File: config.mk
export PLATFORM = sky130hd
export DESIGN_NAME = complex_nr_mult_seq
export DESIGN_NICKNAME = d
export VERILOG_FILES = /design/src/rtl/complex_nr_mult_seq.sv
export SDC_FILE = /design/constraint.sdc
export NUM_CORES = 1
export LEC_CHECK = 0
export CAP_MARGIN = 5
export CORE_MARGIN = 1.5
export CORE_UTILIZATION = 50
export CTS_CLUSTER_SIZE = 8
export DETAILED_ROUTE_END_ITERATION = 16
export PLACE_DENSITY = 0.72
export REMOVE_ABC_BUFFERS = 1
export SLEW_MARGIN = 20
export SYNTH_ARGS = -nofsm -noshare
export SYNTH_HDL_FRONTEND = slang
export SYNTH_SLANG_ARGS = --single-unit
File: constraint.sdc
create_clock -name clk -period 7.2 [get_ports clk]
set_clock_uncertainty 0.2 [all_clocks]
set_input_delay 1.44 -clock clk [delete_from_list [all_inputs] [get_ports clk]]
set_output_delay 1.44 -clock clk [all_outputs]
set_load 0.01 [all_outputs]
File: src/rtl/complex_nr_mult_seq.sv
// Sequential complex multiplier: (a+ib)(c+id) using one shared multiplier over four cycles.
// Optional build macro COMPLEX_NR_MULT_SIGNED_EN selects two's-complement operands (default unsigned).
module complex_nr_mult_seq #(
   parameter int DATA_WIDTH = 8
) (
   input  logic                              clk,
   input  logic                              rstn,
   input  logic                              sw_rst,
   input  logic                              op_val,
   output logic                              op_ready,
   input  logic [4*DATA_WIDTH-1:0]           op_data,
   output logic                              res_val,
   input  logic                              res_ready,
   output logic [2*(2*DATA_WIDTH+1)-1:0]     res_data
);

   localparam int RES_WIDTH = 2*DATA_WIDTH + 1;

   typedef enum logic [2:0] {
      IDLE,
      P_AC,
      P_BD,
      P_AD,
      P_BC,
      DONE
   } state_t;

   state_t                  state_q;
   state_t                  state_nx;
   logic                    op_ready_q;
   logic                    res_val_q;
   logic [DATA_WIDTH-1:0]   a_q;
   logic [DATA_WIDTH-1:0]   b_q;
   logic [DATA_WIDTH-1:0]   c_q;
   logic [DATA_WIDTH-1:0]   d_q;
   logic [RES_WIDTH-1:0]    re_acc;
   logic [RES_WIDTH-1:0]    im_acc;
   logic [DATA_WIDTH-1:0]   mul_x;
   logic [DATA_WIDTH-1:0]   mul_y;
   logic [2*DATA_WIDTH-1:0] prod_raw;
   logic [RES_WIDTH-1:0]    prod_ext;

   always_comb begin
      state_nx = state_q;
      case (state_q)
         IDLE:    if (op_val) state_nx = P_AC;
         P_AC:    state_nx = P_BD;
         P_BD:    state_nx = P_AD;
         P_AD:    state_nx = P_BC;
         P_BC:    state_nx = DONE;
         DONE:    if (res_ready) state_nx = IDLE;
         default: state_nx = IDLE;
      endcase
   end

   // Handshake outputs are registered from the next state so they change on the same edge as the FSM.
   always_ff @(posedge clk or negedge rstn) begin
      if (!rstn) begin
         state_q    <= IDLE;
         op_ready_q <= 1'b1;
         res_val_q  <= 1'b0;
      end else if (sw_rst) begin
         state_q    <= IDLE;
         op_ready_q <= 1'b1;
         res_val_q  <= 1'b0;
      end else begin
         state_q    <= state_nx;
         op_ready_q <= (state_nx == IDLE);
         res_val_q  <= (state_nx == DONE);
      end
   end

   always_comb begin
      mul_x = a_q;
      mul_y = c_q;
      case (state_q)
         P_AC: begin mul_x = a_q; mul_y = c_q; end
         P_BD: begin mul_x = b_q; mul_y = d_q; end
         P_AD: begin mul_x = a_q; mul_y = d_q; end
         P_BC: begin mul_x = b_q; mul_y = c_q; end
         default: begin mul_x = a_q; mul_y = c_q; end
      endcase
   end

`ifdef COMPLEX_NR_MULT_SIGNED_EN
   assign prod_raw = $signed({{DATA_WIDTH{mul_x[DATA_WIDTH-1]}}, mul_x})
                   * $signed({{DATA_WIDTH{mul_y[DATA_WIDTH-1]}}, mul_y});
   assign prod_ext = {prod_raw[2*DATA_WIDTH-1], prod_raw};
`else
   assign prod_raw = {{DATA_WIDTH{1'b0}}, mul_x} * {{DATA_WIDTH{1'b0}}, mul_y};
   assign prod_ext = {1'b0, prod_raw};
`endif

   always_ff @(posedge clk or negedge rstn) begin
      if (!rstn) begin
         a_q    <= '0;
         b_q    <= '0;
         c_q    <= '0;
         d_q    <= '0;
         re_acc <= '0;
         im_acc <= '0;
      end else if (sw_rst) begin
         a_q    <= '0;
         b_q    <= '0;
         c_q    <= '0;
         d_q    <= '0;
         re_acc <= '0;
         im_acc <= '0;
      end else begin
         case (state_q)
            IDLE: begin
               if (op_val) begin
                  a_q <= op_data[4*DATA_WIDTH-1:3*DATA_WIDTH];
                  b_q <= op_data[3*DATA_WIDTH-1:2*DATA_WIDTH];
                  c_q <= op_data[2*DATA_WIDTH-1:DATA_WIDTH];
                  d_q <= op_data[DATA_WIDTH-1:0];
               end
            end
            P_AC:    re_acc <= prod_ext;
            P_BD:    re_acc <= re_acc - prod_ext;
            P_AD:    im_acc <= prod_ext;
            P_BC:    im_acc <= im_acc + prod_ext;
            default: ;
         endcase
      end
   end

   assign op_ready = op_ready_q;
   assign res_val  = res_val_q;
   assign res_data = {re_acc, im_acc};

endmodule
; After elaboration in Yosys (flattened, before gate mapping)
; Index checks and enable logic that the tools add are counted.
[op_classes]
reduce_logical = 9
multipliers = 1
n_eq_ne = 6
mux = 24
n_addsub = 2
[op_table]
columns = cell, n
row1 = $mux W8, 14
row2 = $pmux W17 S2, 2
row3 = $mux W17, 2
row4 = $pmux W3 S6, 1
row5 = $add A17 B16 Y17, 1
row6 = $sub A17 B16 Y17, 1
row7 = $mul A8 B8 Y16, 1
row8 = $eq A3 B3 Y1 const B, 3
row9 = $mux W3, 3
row10 = $eq A3 B2 Y1 const B, 2
row11 = $logic_not A3 Y1, 2
row12 = $reduce_bool A3 Y1, 2
row13 = $reduce_bool A2 Y1, 2
row14 = $reduce_or A2 Y1, 2
row15 = $eq A3 B1 Y1 const B, 1
row16 = $mux W1, 2
row17 = $reduce_and A2 Y1, 1
[word_totals]
out_inout_bits = 36
reg_bits = 71
wordCells = 51

; Logic depth before layout (Yosys ltp)
; Gate-level depths: netlist of run 1.
[depth]
word_depth = 7
mapped_depth = 28
mapped_depth_nobuf = 27

; Worst setup path before layout of run 1
; Ideal clock, no wire load.
[synth_timing]
kind = reg2reg
from = reg state_q[2]
to = reg re_acc[15]
setup_slack_ns = 0.603
setup_time_ns = 0.142
synth_period_minus_slack_ns = 6.597
stages_incl_launch_ff = 26
required_ns = 6.858
arrival_ns = 6.255
cell_sequence = dfrtp_1 -> nand2b_2 -> a21oi_4 -> mux2i_1 -> or2_2 -> fa_1 -> fa_1 -> inv_1 -> fa_1 -> inv_1 -> fa_1 -> inv_1 -> ha_1 -> o21a_1 -> a211oi_2 -> o21bai_1 -> a21oi_1 -> mux2i_1 -> nor2_1 -> ha_1 -> clkbuf_1 -> nand2_1 -> o21ai_0 -> mux2i_1 -> a221oi_1 -> o2111ai_1
[synth_between]
elab_chain_cells = 7
[synth_rtl]
columns = item, line
row1 = start: declaration, 28  ; state_t state_q;
row2 = start signal: assignment, 67  ; state_q <= state_nx;
row3 = $eq A3 B3 Y1 (tied with other cells), 76  ; case (state_q)
row4 = $reduce_or A2 Y1 (no source line), --
row5 = $mux W8, 76
row6 = $mul A8 B8 Y16, 90  ; assign prod_raw = {{DATA_WIDTH{1'b0}}, mul_x} * {{DATA_WIDTH{1'b0}}, mul_y};
row7 = $sub A17 B16 Y17, 120  ; P_BD: re_acc <= re_acc - prod_ext;
row8 = $pmux W17 S2, 110  ; case (state_q)
row9 = $mux W17, 102  ; end else if (sw_rst) begin
row10 = end signal: assignment, 119  ; P_AC: re_acc <= prod_ext;
row11 = end signal: assignment, 120
row12 = end: declaration, 36  ; logic [RES_WIDTH-1:0] re_acc;
; Several ways; a longest one is shown, not always the timed one.
; A chain may end at the register's enable or synchronous reset.

; Worst setup path after layout of run 1
[layout_timing]
from = reg state_q[1]
to = reg re_acc[15]
; Same word-level chain as after synthesis.

==> results of run 1 <==
per-layer routing:
| layer | wire length, um | part of all wire |
|---|---|---|
| met1 | 8138 | 0.48 |
| met2 | 7834 | 0.46 |
| met3 | 788 | 0.046 |
| met4 | 367 | 0.021 |
| met5 | 0 | 0 |
worst min-delay path, cell delays in order (launching register included):
cell and delay [ns]:
sky130_fd_sc_hd__dfrtp_1 0.37, sky130_fd_sc_hd__nand2_1 0.06, sky130_fd_sc_hd__a21oi_1 0.05
per-stage QoR:
step,cells,hold slack (ns),TNS [ns],worst slack (ns)
after floorplan,788,0.2945,0,0.5102
after global placement,1068,0.3015,0,0.2895
after detailed placement,1068,0.3170,0,0.04619
after CTS,1084,0.3251,0,0.006087
after global routing,1087,0.3438,-0.02269,-0.02269
final,1087,0.3247,0,0.3382
cell usage after synthesis (3+ instances only):
library cell / instances / area, um^2
sky130_fd_sc_hd__mux2i_1: 20 / 200.2
sky130_fd_sc_hd__nor2_1: 91 / 341.6
sky130_fd_sc_hd__a21o_1: 16 / 120.1
sky130_fd_sc_hd__o21a_1: 7 / 52.55
sky130_fd_sc_hd__nand2b_1: 11 / 68.82
sky130_fd_sc_hd__buf_2: 4 / 20.02
sky130_fd_sc_hd__nand3_1: 8 / 40.04
sky130_fd_sc_hd__or2_2: 9 / 56.30
sky130_fd_sc_hd__o21bai_1: 5 / 37.54
sky130_fd_sc_hd__a21oi_1: 72 / 360.4
sky130_fd_sc_hd__or3_1: 3 / 18.77
sky130_fd_sc_hd__fa_1: 38 / 760.7
sky130_fd_sc_hd__o211ai_1: 4 / 30.03
sky130_fd_sc_hd__and3_1: 4 / 25.02
sky130_fd_sc_hd__o2111ai_1: 4 / 35.03
sky130_fd_sc_hd__a22o_1: 5 / 43.79
sky130_fd_sc_hd__a221oi_1: 4 / 35.03
sky130_fd_sc_hd__nor3_1: 6 / 30.03
sky130_fd_sc_hd__a211oi_1: 8 / 60.06
sky130_fd_sc_hd__o21ai_0: 37 / 185.2
sky130_fd_sc_hd__xor2_1: 7 / 61.31
sky130_fd_sc_hd__ha_1: 68 / 850.8
sky130_fd_sc_hd__nand2_1: 126 / 473.0
sky130_fd_sc_hd__xnor2_1: 21 / 183.9
sky130_fd_sc_hd__dfrtp_1: 70 / 1752
sky130_fd_sc_hd__a31oi_1: 9 / 56.30
sky130_fd_sc_hd__inv_1: 72 / 270.3
sky130_fd_sc_hd__a22oi_1: 6 / 45.04
sky130_fd_sc_hd__nor2b_1: 4 / 25.02
sky130_fd_sc_hd__and2_1: 4 / 25.02
sky130_fd_sc_hd__clkbuf_1: 22 / 82.58
sky130_fd_sc_hd__o31ai_1: 4 / 30.03
sky130_fd_sc_hd__a311oi_1: 4 / 35.03
state kept, by name, summed over array words and instances, names as in the netlist:
name / flops
a_q: 8
b_q: 8
c_q: 8
d_q: 8
im_acc: 17
op_ready: 1
re_acc: 17
res_val: 1
state_q: 3
repair_timing:
item | in CTS | in global routing
setup buffers | 0 | 2
endpoints found under the hold margin | 0 | 0
endpoints found under the setup margin | 0 | 13
resized for setup | 0 | 13
hold buffers | 0 | 0
kinds of logic after synthesis:
logic type / count (synthesis) / synth area share
and+or+nand+nor: 277 / 0.1745
AOI/OAI and AO/OA: 213 / 0.2058
adders and majority gates: 106 / 0.2360
buffers and inverters: 99 / 0.05571
DFF: 71 / 0.2604
xor gates and xnor gates: 29 / 0.03830
muxes: 20 / 0.02932
report_power, final:
| part | internal (mW) | switching (mW) |
|---|---|---|
| logic | 0.353 | 0.475 |
| registers | 0.442 | 0.0370 |
| clock network | 0.295 | 0.172 |
| total | 1.09 | 0.683 |
worst paths after layout:
path                                 startpoint                endpoint  slack [ns]  cells after the start
min                          b_q[6]$_DFFE_PN0P_      b_q[6]$_DFFE_PN0P_        0.32                      2
max reg2reg                state_q[1]$_DFF_PN0_  re_acc[15]$_DFFE_PN0P_        0.34                     27
min in group asynchronous                  rstn  re_acc[14]$_DFFE_PN0P_        1.08                      2
min reg2reg                  b_q[6]$_DFFE_PN0P_      b_q[6]$_DFFE_PN0P_        0.32                      2
max in group asynchronous                  rstn    state_q[1]$_DFF_PN0_        4.97                      2
max                        state_q[1]$_DFF_PN0_  re_acc[15]$_DFFE_PN0P_        0.34                     27
final cells by class:
cell class | instances | area, um^2 | area share
clock inverter | 3 | 40.04 | 0.004819
sequential | 71 | 1779 | 0.2141
timing repair buffer | 107 | 989.7 | 0.1191
tap | 176 | 220.2 | 0.02650
inverter | 72 | 270.3 | 0.03253
multi-input combinational | 645 | 4740 | 0.5704
clock buffer | 13 | 270.3 | 0.03253
==> flow_summary.ini, run 1 <==
[layout]
post_route_cells_drive_above_1_share = 0.09440
n_antenna_cell = 0
layout_commonest_cell = sky130_fd_sc_hd__nand2_1
area_growth_syn_to_layout_pct = 21.70
layout.nets = 1049
most_used_cells_in_the_layout_excluding_fill_and_tap_cells = 126 x sky130_fd_sc_hd__nand2_1, 91 x sky130_fd_sc_hd__nor2_1, 72 x sky130_fd_sc_hd__inv_1, 72 x sky130_fd_sc_hd__a21oi_1, 70 x sky130_fd_sc_hd__clkdlybuf4s50_1
postLayoutCoreUtil = 0.6250
layout.cell_area.non_filler_um2 = 8309
fillerInstances = 1147

[global_route]
number_of_antenna_violations_at_the_first_check_in_global_routing = 0
use_met1 = 0.3538
globalRoute.busiestLayer = met2
grt_pass1_vias = 5979
grt_overflow = 0
grt_pass1_wl_um = 28990
grt_use_met3 = 0.03470
grt_start_max_net_pins = 72
met2_usage = 0.3940
grt_util_all_layers = 0.2508

[die]
initial_core_util = 0.5136
die-width_um = 119.9
num_io_pins = 73
core_area_um2 = 13300
rows = 42
dieArea_um2 = 14370
floorplan.die.height_um = 119.9

[timing]
relative_slew_slack = 0.3521
worst_margin_pin_slew_ns = 0.9718
timing.final.hold_violations = 0
setup_violations = 0
max_freq_mhz = 145.7
finalMaxSlewViolations = 0
finalCritPeriodShare = 0.9530
timing.final.crit_period_ns = 6.862

[flow_run]
drv.max_cap_violation_count = 0

[power]
power.density_nw_per_um2 = 213.5
totalPowerFinal_mw = 1.774
worst_case_vdd_ir_drop_v = 0.0001828
p_leak_nw = 3.967

[place]
place_congestion = 0.9008
detailed_place_hpwl_um = 13030
placement.io_buffers = 72
place_area_um2 = 7908

[drt]
drc = 0
route.vias.total = 6176
number_of_design_rule_violations_left_by_the_first_detailed_router_iteration = 358
detail_route.vias_per_cell = 5.682
routed_wirelength_um = 17130
drt-wirelength-per-cell_um = 15.76
detail-route-antenna-nets = 0
drt_pass1_iterations = 6

[cts]
clk_latency_ns = 0.34
root_driver = sky130_fd_sc_hd__clkbuf_16
path_clk_slew_ns = 0.06
cts_tree = done
clkSinkCount = 71
clock_tree.htree_level_count = 3
cts_max_path_buffers = 2
number_of_cts_inserted_buffers = 9

[synth]
synth-seq-cells = 71
async_reset_ff_frac = 1.000
flip_flop_cell_with_the_highest_count_after_synthesis = sky130_fd_sc_hd__dfrtp_1
number_of_synthesized_flops_with_an_enable_pin = 0
avgSynthCellArea_um2 = 8.378
synth_sequential_area_ratio = 0.2604
yosysUniqueCellTypes = 66
postSynthCellCount = 815
yosys_warnings = 0
synth_area_um2 = 6828

[critical_path]
path_delay_family = adder cells
crit_path_max_incr_delay_ns = 0.56
worstSetupPathType = flip-flop to flip-flop
cp_data_required_time_ns = 7.26
critPathLaunchType = flip-flop
worstPathMaxFanout = 8
crit_arrival_ns = 6.92
cp-end-kind = flip-flop
crit_path_top_delay_cell = sky130_fd_sc_hd__fa_1
worst-path-buf-inv = 6

[hold_path]
worstHoldPathType = flip-flop to flip-flop

[outcome]
status = completed
Note: power is estimated with default switching activity, not from simulation.
==> inputs of run 2 (changes only) <==
--- a/config.mk
+++ b/config.mk
@@ -5,12 +5,15 @@
 export SDC_FILE = /design/constraint.sdc
 export NUM_CORES = 1
 export LEC_CHECK = 0
+export ABC_AREA = 1
 export CAP_MARGIN = 5
+export CELL_PAD_IN_SITES_DETAIL_PLACEMENT = 1
+export CELL_PAD_IN_SITES_GLOBAL_PLACEMENT = 2
 export CORE_MARGIN = 1.5
-export CORE_UTILIZATION = 50
+export CORE_UTILIZATION = 32
 export CTS_CLUSTER_SIZE = 8
 export DETAILED_ROUTE_END_ITERATION = 16
-export PLACE_DENSITY = 0.72
+export PLACE_DENSITY_LB_ADDON = 0.1
 export REMOVE_ABC_BUFFERS = 1
 export SLEW_MARGIN = 20
 export SYNTH_ARGS = -nofsm -noshare
==> run 2 against run 1 <==
Compared with the run above:
- combinational power grew 50%
- critical path depth is 4 higher
- synthesized area is 7.8% higher
- critical endpoint unchanged
- global-route usage decreased by 4.0 points
- final cell count up 33%
- largest power group unchanged
- synthesized cell count grew 33%
- via count grew 13%
- sequential share of layout area is 0.91 points lower
- hold slack lost 0.0063 ns
- total power grew 24%
- register-to-register slack better by 0.34 ns
==> flow_summary.ini, run 2 <==
[layout]
layout.cell_area.non_filler_um2 = 8671
storage_element_area_um2 = 1778
most_used_cells_in_the_layout_excluding_fill_and_tap_cells = 312 x sky130_fd_sc_hd__nand2_1, 201 x sky130_fd_sc_hd__inv_1, 120 x sky130_fd_sc_hd__nand3_1
layout.nets = 1298
fillerInstances = 2929
area_growth_syn_to_layout_pct = 17.80
layout_commonest_cell = sky130_fd_sc_hd__nand2_1
post_route_cells_drive_above_1_share = 0.04310
largest_registers = im_acc (17), re_acc (17)
n_antenna_cell = 0
multi_input_comb_area_um2 = 4691

[drt]
route.vias.total = 6961
detail_route.vias_per_cell = 4.817
drc = 0
routed_wirelength_um = 23750
drt-wirelength-per-cell_um = 16.44
drt_pass1_iterations = 4
detail-route-antenna-nets = 0
number_of_design_rule_violations_left_by_the_first_detailed_router_iteration = 210

[synth]
synth_sequential_area_ratio = 0.2415
yosysUniqueCellTypes = 43
yosys_warnings = 0
synth.largest_area_cell = sky130_fd_sc_hd__dfrtp_1
netlist.area_leader.share = 0.2380
postSynthCellCount = 1086
number_of_synthesized_flops_with_an_enable_pin = 0
yosys.cell_count.top_type = sky130_fd_sc_hd__nand2_1
synthTopCellsByArea = sky130_fd_sc_hd__dfrtp_1 24%, sky130_fd_sc_hd__nand2_1 16%, sky130_fd_sc_hd__ha_1 12%
avgSynthCellArea_um2 = 6.778
synth_area_um2 = 7361
async_reset_ff_frac = 1.000
flip_flop_cell_with_the_highest_count_after_synthesis = sky130_fd_sc_hd__dfrtp_1
synth-seq-cells = 71
ys_top_cells_by_count = 312 x sky130_fd_sc_hd__nand2_1, 201 x sky130_fd_sc_hd__inv_1, 120 x sky130_fd_sc_hd__nand3_1

[place]
place_congestion = 0.8340
place_area_um2 = 8369
detailed_place_hpwl_um = 19350
placement.io_buffers = 72

[timing]
worst_margin_pin_slew_ns = 0.9592
max_freq_mhz = 153.4
finalMaxSlewViolations = 0
finalCritPeriodShare = 0.9054
timing.final.crit_period_ns = 6.519
unrepaired_setup_endpoints_after_global_routing = false
totalNegativeSetupSlack_ns = 0
timing.final.hold_violations = 0
relative_slew_slack = 0.3598
setup_violations = 0

[global_route]
grt_pass1_vias = 7479
grt_overflow = 0
grt_pass1_wl_um = 39210
grt_start_max_net_pins = 66
grt_util_all_layers = 0.2105
number_of_antenna_violations_at_the_first_check_in_global_routing = 0

[die]
floorplan.die.height_um = 154.7
num_io_pins = 73
dieArea_um2 = 23920
core_area_um2 = 22570
rows = 55
initial_core_util = 0.3261
die-width_um = 154.7

[hold_path]
worstHoldPathType = flip-flop to flip-flop

[cts]
clk_latency_ns = 0.36
cts_tree = done
cts_max_path_buffers = 2
root_driver = sky130_fd_sc_hd__clkbuf_16
clock_tree.htree_level_count = 3
number_of_cts_inserted_buffers = 9
path_clk_slew_ns = 0.08
clkSinkCount = 71

[critical_path]
cp_data_required_time_ns = 7.25
critPathLaunchType = flip-flop
crit_path_top_delay_cell = sky130_fd_sc_hd__fa_1
worstSetupPathType = flip-flop to flip-flop
crit_path_max_incr_delay_ns = 0.55
cp-end-kind = flip-flop
cpMostUsedCell = sky130_fd_sc_hd__nand2_1
worstPathMaxFanout = 17
crit_arrival_ns = 6.57

[outcome]
status = completed

[power]
p_leak_nw = 4.767
worst_case_vdd_ir_drop_v = 0.0001069
power.density_nw_per_um2 = 253.6

[flow_run]
drv.max_cap_violation_count = 0
==> run 2: cell types whose count changed after synthesis, sizes merged, moves of 17 or more <==
cell    delta
clkbuf    -18
a21o      -17
inv      +139
nand3    +113
nand2    +192
a21oi     -29
mux2i     -20
==> run 2: power by group <==
part | switching [mW] | internal, mW | leakage (nW) | total (mW)
Combinational | 0.806 | 0.434 | 3.67 | 1.24
Clock | 0.229 | 0.242 | 0.139 | 0.471
Sequential | 0.0399 | 0.448 | 0.961 | 0.487
==> run 2: metrics by stage <==
step | utilization | power, mW | hold WS [ns] | std cells | setup WS [ns]
after global routing | 0.3841 | 2.426 | 0.3578 | 1445 | 0.07490
after detailed placement | 0.3708 | 1.754 | 0.3052 | 1429 | 0.4693
after global placement | 0.3708 | 1.738 | 0.3008 | 1429 | 0.5215
after CTS | 0.3835 | 2.233 | 0.3237 | 1445 | 0.4522
final | 0.3841 | 2.199 | 0.3183 | 1445 | 0.6814
after floorplan | - | 1.337 | 0.2761 | 1066 | 1.365
==> run 2: worst paths after layout <==
check / slack, ns / to / cells past startpoint / from
min reg2reg: 0.32 / im_acc[13]$_DFFE_PN0P_ / 2 / im_acc[13]$_DFFE_PN0P_
min in group asynchronous: 0.69 / re_acc[11]$_DFFE_PN0P_ / 1 / rstn
min: 0.32 / im_acc[13]$_DFFE_PN0P_ / 2 / im_acc[13]$_DFFE_PN0P_
max in group asynchronous: 4.98 / c_q[7]$_DFFE_PN0P_ / 2 / rstn
max: 0.68 / re_acc[15]$_DFFE_PN0P_ / 31 / state_q[0]$_DFF_PN0_
max reg2reg: 0.68 / re_acc[15]$_DFFE_PN0P_ / 31 / state_q[0]$_DFF_PN0_
==> run 2: area by class of cell <==
class,count,area share
repair buffers,78,0.08802
inverters,211,0.09163
well taps,285,0.04113
clock buffers,9,0.02597
flip-flops and latches,71,0.2051
clock inverters,7,0.007215
multi-input cells,784,0.5410
==> run 2: layer usage <==
metal | global-route usage | share of wire | up-vias
met4 | 0.05495 | 0.017 | 0
met3 | 0.02522 | 0.023 | 17
met1 | 0.2595 | 0.45 | 3347
met5 | 0 | 0 | -
met2 | 0.3870 | 0.50 | 77
li1 | - | - | 3520
==> run 2: logic make-up after synthesis <==
| logic type | count (synthesis) | share of synthesized area |
|---|---|---|
| DFF | 71 | 0.2415 |
| and+or+nand+nor | 553 | 0.3168 |
| AOI/OAI and AO/OA | 111 | 0.08296 |
| adders and majority gates | 106 | 0.2189 |
| buffers and inverters | 231 | 0.1231 |
| xor gates and xnor gates | 14 | 0.01666 |
==> run 2: critical path, delay by kind of cell, from the launching register on <==
| kind | cells | cell delay, ns |
|---|---|---|
| adders and majority gates | 6 | 2.76 |
| DFF | 1 | 0.43 |
| and+or+nand+nor | 18 | 2.25 |
| AOI/OAI and AO/OA | 2 | 0.30 |
| buffers and inverters | 5 | 0.47 |
==> run 2: timing repair <==
item                                    in CTS  in global routing
endpoints found under the setup margin       0                  1
buffers inserted                             0                  0
hold buffers                                 0                  0
resized for setup                            0                  2
